**src/rtl/mips_isa_pkg.sv**
```systemverilog
// rtl/mips_isa_pkg.sv - MIPS opcodes, loader description classes and loader FSM encoding
package mips_isa_pkg;

    // Opcodes shared with the control decoder
    localparam logic [5:0] R_TYPE = 6'h00;
    localparam logic [5:0] ADDI   = 6'h08;
    localparam logic [5:0] ORI    = 6'h0D;
    localparam logic [5:0] LUI    = 6'h0F;
    localparam logic [5:0] ANDI   = 6'h0C;
    localparam logic [5:0] LW     = 6'h23;
    localparam logic [5:0] SW     = 6'h2B;
    localparam logic [5:0] BEQ    = 6'h04;
    localparam logic [5:0] BNE    = 6'h05;
    localparam logic [5:0] J      = 6'h02;
    localparam logic [5:0] JAL    = 6'h03;

    localparam logic [3:0] K_R    = 4'd0;
    localparam logic [3:0] K_ADDI = 4'd1;
    localparam logic [3:0] K_ORI  = 4'd2;
    localparam logic [3:0] K_LUI  = 4'd3;
    localparam logic [3:0] K_ANDI = 4'd4;
    localparam logic [3:0] K_LW   = 4'd5;
    localparam logic [3:0] K_SW   = 4'd6;
    localparam logic [3:0] K_BEQ  = 4'd7;
    localparam logic [3:0] K_BNE  = 4'd8;
    localparam logic [3:0] K_J    = 4'd9;
    localparam logic [3:0] K_JAL  = 4'd10;
    localparam logic [3:0] K_END  = 4'd15;

    typedef enum logic [2:0] {
        S_IDLE,
        S_LOAD,
        S_WRITE,
        S_DONE,
        S_ERR
    } loader_state_e;

endpackage

```
**src/rtl/instr_encoder.sv**
```systemverilog
// rtl/instr_encoder.sv - packs one instruction description into a 32-bit MIPS word
module instr_encoder
    import mips_isa_pkg::*;
(
    input  logic [3:0]  kind_i,
    input  logic [4:0]  rs_i,
    input  logic [4:0]  rt_i,
    input  logic [4:0]  rd_i,
    input  logic [4:0]  shamt_i,
    input  logic [5:0]  funct_i,
    input  logic [15:0] imm_i,
    input  logic [25:0] target_i,
    output logic [31:0] word_o,
    output logic        legal_o
);

    // legal_o covers encodable classes only; END is handled by the loader
    always_comb begin
        word_o  = '0;
        legal_o = 1'b1;
        case (kind_i)
            K_R:     word_o = {R_TYPE, rs_i, rt_i, rd_i, shamt_i, funct_i};
            K_ADDI:  word_o = {ADDI, rs_i, rt_i, imm_i};
            K_ORI:   word_o = {ORI,  rs_i, rt_i, imm_i};
            K_LUI:   word_o = {LUI,  5'd0, rt_i, imm_i};
            K_ANDI:  word_o = {ANDI, rs_i, rt_i, imm_i};
            K_LW:    word_o = {LW,   rs_i, rt_i, imm_i};
            K_SW:    word_o = {SW,   rs_i, rt_i, imm_i};
            K_BEQ:   word_o = {BEQ,  rs_i, rt_i, imm_i};
            K_BNE:   word_o = {BNE,  rs_i, rt_i, imm_i};
            K_J:     word_o = {J,    target_i};
            K_JAL:   word_o = {JAL,  target_i};
            default: legal_o = 1'b0;
        endcase
    end

endmodule

```
**src/rtl/program_loader.sv**
```systemverilog
// rtl/program_loader.sv - streams encoded instructions into instruction memory while holding the CPU in reset
module program_loader
    import mips_isa_pkg::*;
#(
    parameter int          MEMORY_DEPTH = 64,
    parameter logic [31:0] BASE_ADDR    = 32'h0040_0000,
    localparam int         CW           = $clog2(MEMORY_DEPTH) + 1
) (
    input  logic          clk,
    input  logic          reset,
    input  logic          start,
    input  logic          in_valid,
    output logic          in_ready,
    input  logic [3:0]    in_kind,
    input  logic [4:0]    in_rs,
    input  logic [4:0]    in_rt,
    input  logic [4:0]    in_rd,
    input  logic [4:0]    in_shamt,
    input  logic [5:0]    in_funct,
    input  logic [15:0]   in_imm,
    input  logic [25:0]   in_target,
    output logic          mem_we,
    output logic [31:0]   mem_addr,
    output logic [31:0]   mem_wdata,
    output logic          cpu_hold,
    output logic          done,
    output logic          error,
    output logic [CW-1:0] count
);

    localparam logic [CW-1:0] FULL = CW'(MEMORY_DEPTH);

    loader_state_e state_q, state_d;
    logic          in_ready_q, in_ready_d;
    logic          mem_we_q, mem_we_d;
    logic [31:0]   mem_addr_q, mem_addr_d;
    logic [31:0]   mem_wdata_q, mem_wdata_d;
    logic          cpu_hold_q, cpu_hold_d;
    logic          done_q, done_d;
    logic          error_q, error_d;
    logic [CW-1:0] count_q, count_d;

    logic [31:0]   enc_word;
    logic          enc_legal;
    logic          accept;

    instr_encoder u_encoder (
        .kind_i   (in_kind),
        .rs_i     (in_rs),
        .rt_i     (in_rt),
        .rd_i     (in_rd),
        .shamt_i  (in_shamt),
        .funct_i  (in_funct),
        .imm_i    (in_imm),
        .target_i (in_target),
        .word_o   (enc_word),
        .legal_o  (enc_legal)
    );

    assign accept = in_valid & in_ready_q;

    always_comb begin
        state_d     = state_q;
        in_ready_d  = in_ready_q;
        mem_we_d    = 1'b0;
        mem_addr_d  = mem_addr_q;
        mem_wdata_d = mem_wdata_q;
        cpu_hold_d  = cpu_hold_q;
        done_d      = done_q;
        error_d     = error_q;
        count_d     = count_q;
        case (state_q)
            S_IDLE, S_DONE, S_ERR: begin
                if (start) begin
                    state_d    = S_LOAD;
                    in_ready_d = 1'b1;
                    count_d    = '0;
                    done_d     = 1'b0;
                    error_d    = 1'b0;
                    cpu_hold_d = 1'b1;
                end
            end
            S_LOAD: begin
                if (accept) begin
                    in_ready_d = 1'b0;
                    if (in_kind == K_END) begin
                        state_d    = S_DONE;
                        done_d     = 1'b1;
                        cpu_hold_d = 1'b0;
                    end else if (!enc_legal || count_q == FULL) begin
                        state_d = S_ERR;
                        error_d = 1'b1;
                    end else begin
                        state_d     = S_WRITE;
                        mem_we_d    = 1'b1;
                        mem_addr_d  = BASE_ADDR + (32'(count_q) << 2);
                        mem_wdata_d = enc_word;
                    end
                end
            end
            S_WRITE: begin
                state_d    = S_LOAD;
                in_ready_d = 1'b1;
                count_d    = count_q + CW'(1);
            end
            default: begin
                state_d    = S_IDLE;
                in_ready_d = 1'b0;
            end
        endcase
    end

    always_ff @(posedge clk) begin
        if (reset) begin
            state_q     <= S_IDLE;
            in_ready_q  <= 1'b0;
            mem_we_q    <= 1'b0;
            mem_addr_q  <= '0;
            mem_wdata_q <= '0;
            cpu_hold_q  <= 1'b0;
            done_q      <= 1'b0;
            error_q     <= 1'b0;
            count_q     <= '0;
        end else begin
            state_q     <= state_d;
            in_ready_q  <= in_ready_d;
            mem_we_q    <= mem_we_d;
            mem_addr_q  <= mem_addr_d;
            mem_wdata_q <= mem_wdata_d;
            cpu_hold_q  <= cpu_hold_d;
            done_q      <= done_d;
            error_q     <= error_d;
            count_q     <= count_d;
        end
    end

    assign in_ready  = in_ready_q;
    assign mem_we    = mem_we_q;
    assign mem_addr  = mem_addr_q;
    assign mem_wdata = mem_wdata_q;
    assign cpu_hold  = cpu_hold_q;
    assign done      = done_q;
    assign error     = error_q;
    assign count     = count_q;

endmodule

```
**config.mk**
```make
export PLATFORM = sky130hd
export DESIGN_NAME = program_loader
export DESIGN_NICKNAME = d
export VERILOG_FILES = /design/src/rtl/mips_isa_pkg.sv /design/src/rtl/instr_encoder.sv /design/src/rtl/program_loader.sv
export SDC_FILE = /design/constraint.sdc
export NUM_CORES = 1
export LEC_CHECK = 0
export ABC_AREA = 0
export CORE_ASPECT_RATIO = 1.4
export CORE_MARGIN = 3
export CORE_UTILIZATION = 40
export DETAILED_ROUTE_END_ITERATION = 16
export PLACE_DENSITY = 0.86
export SETUP_SLACK_MARGIN = 0.2
export SYNTH_ARGS = -nofsm -noshare
export SYNTH_HDL_FRONTEND = slang
export SYNTH_SLANG_ARGS = --single-unit
```
**constraint.sdc**
```tcl
create_clock -name clk -period 2.4 [get_ports clk]
set_clock_uncertainty 0.15 [all_clocks]
set_input_delay 0.48 -clock clk [delete_from_list [all_inputs] [get_ports clk]]
set_output_delay 0.48 -clock clk [all_outputs]
set_load 0.05 [all_outputs]
```
==> impl_metrics.py <==
metrics = {
    "outcome": {
        "outcome": "complete, no violations",
    },
    "setup_path": {
        "crit_fanout": 22,
        "slowest_stage": "or4b_4",
        "worst_setup_path_end_kind": "flop",
        "start_kind": "flop",
        "worstPathArrival_ns": 2.35,
        "cpPeakStageDelay_ns": 0.55,
        "crit_chain": "or4b_4 -> o32ai_4 -> buf_6 -> nor3b_4 -> buf_4 -> clkbuf_16 -> o21ai_0 -> a21oi_1",
        "critPathBufInv": 3,
        "required_ns": 2.45,
        "crit_family": "compound AO/OA/AOI/OAI gates",
        "criticalPathCategory": "reg -> reg",
    },
    "sta": {
        "period_minus_slack_ns": 2.31,
        "timing.final.ws_setup_ns": 0.0922,
        "post-route-period-util_pct": 96.2,
        "relSlewSlack_pct": 48.0,
        "finalMaxSlewViolations": 0,
        "fmax_ghz": 0.433,
        "setup-violations-final": 0,
        "hold_viol_final": 0,
        "worst_pin_slew_ns": 0.780,
        "grt_setup_unrepaired": "yes",
        "finalSetupTns_ns": 0,
    },
    "finish": {
        "fillers": 530,
        "layout-drive-gt1-share_pct": 12.4,
        "finalNonFillerCells": 590,
        "final_nets": 575,
        "syn_to_final_growth_pct": 56.7,
        "n_antenna_cell": 0,
    },
    "clock_tree": {
        "clock-root-buffer": "clkbuf_8",
        "cts_tree": "done",
        "cts_made_buffers": 5,
        "clkSinkCount": 54,
        "clockBufferDepth": 2,
        "clkLatencyLatePin_ns": 0.31,
        "cts_hold_buf": 0,
        "cts.reportedPaths.clkPinSlew_ns": 0.10,
        "htreeDepth": 2,
    },
    "grt": {
        "antenna_found_initial": 0,
        "grt_pass1_vias": 3220,
        "grt_util_all_layers_pct": 22.0,
        "overflow": 0,
        "grt_first_pass_wirelength_um": 14900,
        "grt_max_degree": 45,
    },
    "synthesis": {
        "synth_edf_count": 0,
        "ys_types": 40,
        "ys_ff_latch": 54,
        "avgSynthCellArea_um2": 7.88,
        "synth_async_sr_flop_share_pct": 0,
        "syn-instance-count": 361,
        "netlist_area_um2": 2850,
        "synth-seq-area-share_pct": 38.0,
        "yosysWarnings": 0,
        "synthFlopType": "dfxtp_1",
    },
    "die": {
        "die_w_um": 77.3,
        "rows": 35,
        "die-area_um2": 8180,
        "ios": 152,
        "initial_core_util_pct": 42.2,
        "die_h_um": 106,
        "coreArea_um2": 6740,
    },
    "place": {
        "dp_hpwl_um": 7020,
        "io_buffers": 126,
        "dp_slack_ns": -0.361,
        "place.gp.congestion": 0.893,
        "place_inst": 577,
    },
    "job": {
        "drv_cap": 0,
    },
    "drt": {
        "via_per_inst": 5.54,
        "drc": 0,
        "drtAntennaViolNets": 0,
        "wire_per_inst_um": 16.2,
        "via_count": 3266,
        "first_iter_violations": 233,
        "routed_wl_um": 9540,
        "firstDrtPassIters": 5,
    },
    "power_and_ir_drop": {
        "ir_drop_v": 0.000354,
        "power.leakage_uw": 0.00169,
        "finalPower_uw": 2080,
        "power_density_nw_per_um2": 466,
    },
    "worst_hold_path": {
        "hp-class": "reg -> reg",
    },
}
==> synth_stat cells, types with 2 or more instances <==
cell type / count / area share, %
o21ai_0: 42 / 7.4
nor2_1: 30 / 4.0
a222oi_1: 16 / 5.6
nand4_1: 2 / 0.44
nand2_1: 29 / 3.8
a31oi_1: 7 / 1.5
nand3_1: 8 / 1.4
nor3b_2: 2 / 0.88
ha_1: 2 / 0.88
a211oi_1: 4 / 1.1
inv_1: 8 / 1.1
a21oi_1: 49 / 8.6
a22oi_1: 6 / 1.6
nand2b_1: 3 / 0.66
o2111ai_1: 5 / 1.5
buf_4: 27 / 7.1
and3_1: 2 / 0.44
nand3b_1: 4 / 1.1
nor3_1: 4 / 0.70
o22ai_1: 2 / 0.44
buf_2: 2 / 0.35
xnor2_1: 3 / 0.92
dfxtp_1: 54 / 38
nor2b_1: 12 / 2.6
clkbuf_1: 23 / 3.0
==> what timing repair did <==
action                                  CTS  global route
endpoints found under the setup margin   30            31
buffers inserted                          0             4
pin swaps                                 0             3
resized for setup                         6            30
gates cloned                              0             1
==> kinds of logic (layout without fill, tap and decap cells) <==
group / after synthesis / count (layout) / share of synthesized area [%]
AO/OA/AOI/OAI: 139 / 139 / 30.7
AND/OR/NAND/NOR: 101 / 101 / 17.5
buffers and inverters: 60 / 173 / 11.6
flip-flops: 54 / 54 / 38.0
XOR/XNOR: 3 / 3 / 0.923
adder cells (fa/ha/maj): 2 / 2 / 0.879
other: 1 / 25 / 0.132
multiplexers: 1 / 1 / 0.352
==> metal layers <==
layer / track usage [%] / wire length, um
met1: 22.8 / 3370
met2: 39.6 / 4900
met3: 6.58 / 921
met4: 10.7 / 349
met5: 0 / 0
==> stage by stage <==
step | instance area (um^2) | util [%] | hold slack (ns)
2_1_floorplan | 2940 | - | 0.338
3_3_place_gp | 4240 | 62.8 | 0.292
3_5_place_dp | 4240 | 62.8 | 0.297
4_1_cts | 4340 | 64.4 | 0.310
5_1_grt | 4460 | 66.1 | 0.336
6_report | 4460 | 66.1 | 0.308
==> worst reg2reg max path, stage by stage, from the launching register on <==
cell,delay (ns)
dfxtp_4,0.37
or4b_4,0.55
o32ai_4,0.30
buf_6,0.15
nor3b_4,0.04
buf_4,0.16
clkbuf_16,0.19
o21ai_0,0.22
a21oi_1,0.08
==> cells in the final DEF (no fill, tap or decap), drive strengths merged, types with 2 or more instances in the layout <==
cell type      instances
nor2b                 12
o22ai                  2
buf                   30
ha                     2
clkbuf                 7
o21ai                 42
dfxtp                 54
nand3b                 4
a22oi                  6
nor3                   4
a211oi                 4
nand4                  2
dlygate4sd2            2
o2111ai                5
nand2                 29
nor2                  30
nor3b                  2
dlymetal6s2s           4
xnor2                  3
clkdlybuf4s50        120
a222oi                16
conb                  25
nand3                  8
a31oi                  7
nand2b                 4
a21oi                 49
inv                    9
and3                   2
==> cell type report <==
| cell class | count | area, um^2 | area share (%) |
|---|---|---|---|
| clock inverter | 2 | 16.3 | 0.365 |
| clock buffer | 6 | 72.6 | 1.63 |
| sequential | 54 | 1090 | 24.5 |
| tap | 92 | 115 | 2.58 |
| multi-input combinational | 271 | 1600 | 35.8 |
| timing repair buffer | 157 | 1540 | 34.5 |
| inverter | 8 | 30.0 | 0.673 |
==> power breakdown <==
| group | switching, uW | internal (uW) | total (uW) |
|---|---|---|---|
| Combinational | 361 | 259 | 621 |
| Sequential | 23.7 | 920 | 944 |
| Clock | 306 | 210 | 516 |
| Total | 691 | 1390 | 2080 |
==> state kept, by name, summed over array words and instances, names as in the netlist <==
signal,flops
in_ready,1
done,1
error,1
cpu_hold,1
count,7
mem_we,1
mem_addr,8
mem_wdata,31
state_q,3
==> worst paths after layout <==
kind	from	endpoint	slack (ns)	depth (start not counted)
hold / removal	mem_addr[8]	mem_addr[8]	0.31	2
setup / recovery	count[2]	mem_wdata[0]	0.09	8
hold reg to reg	mem_addr[8]	mem_addr[8]	0.31	2
setup reg to reg	count[2]	mem_wdata[0]	0.09	8
(Power assumes the default switching activity.)
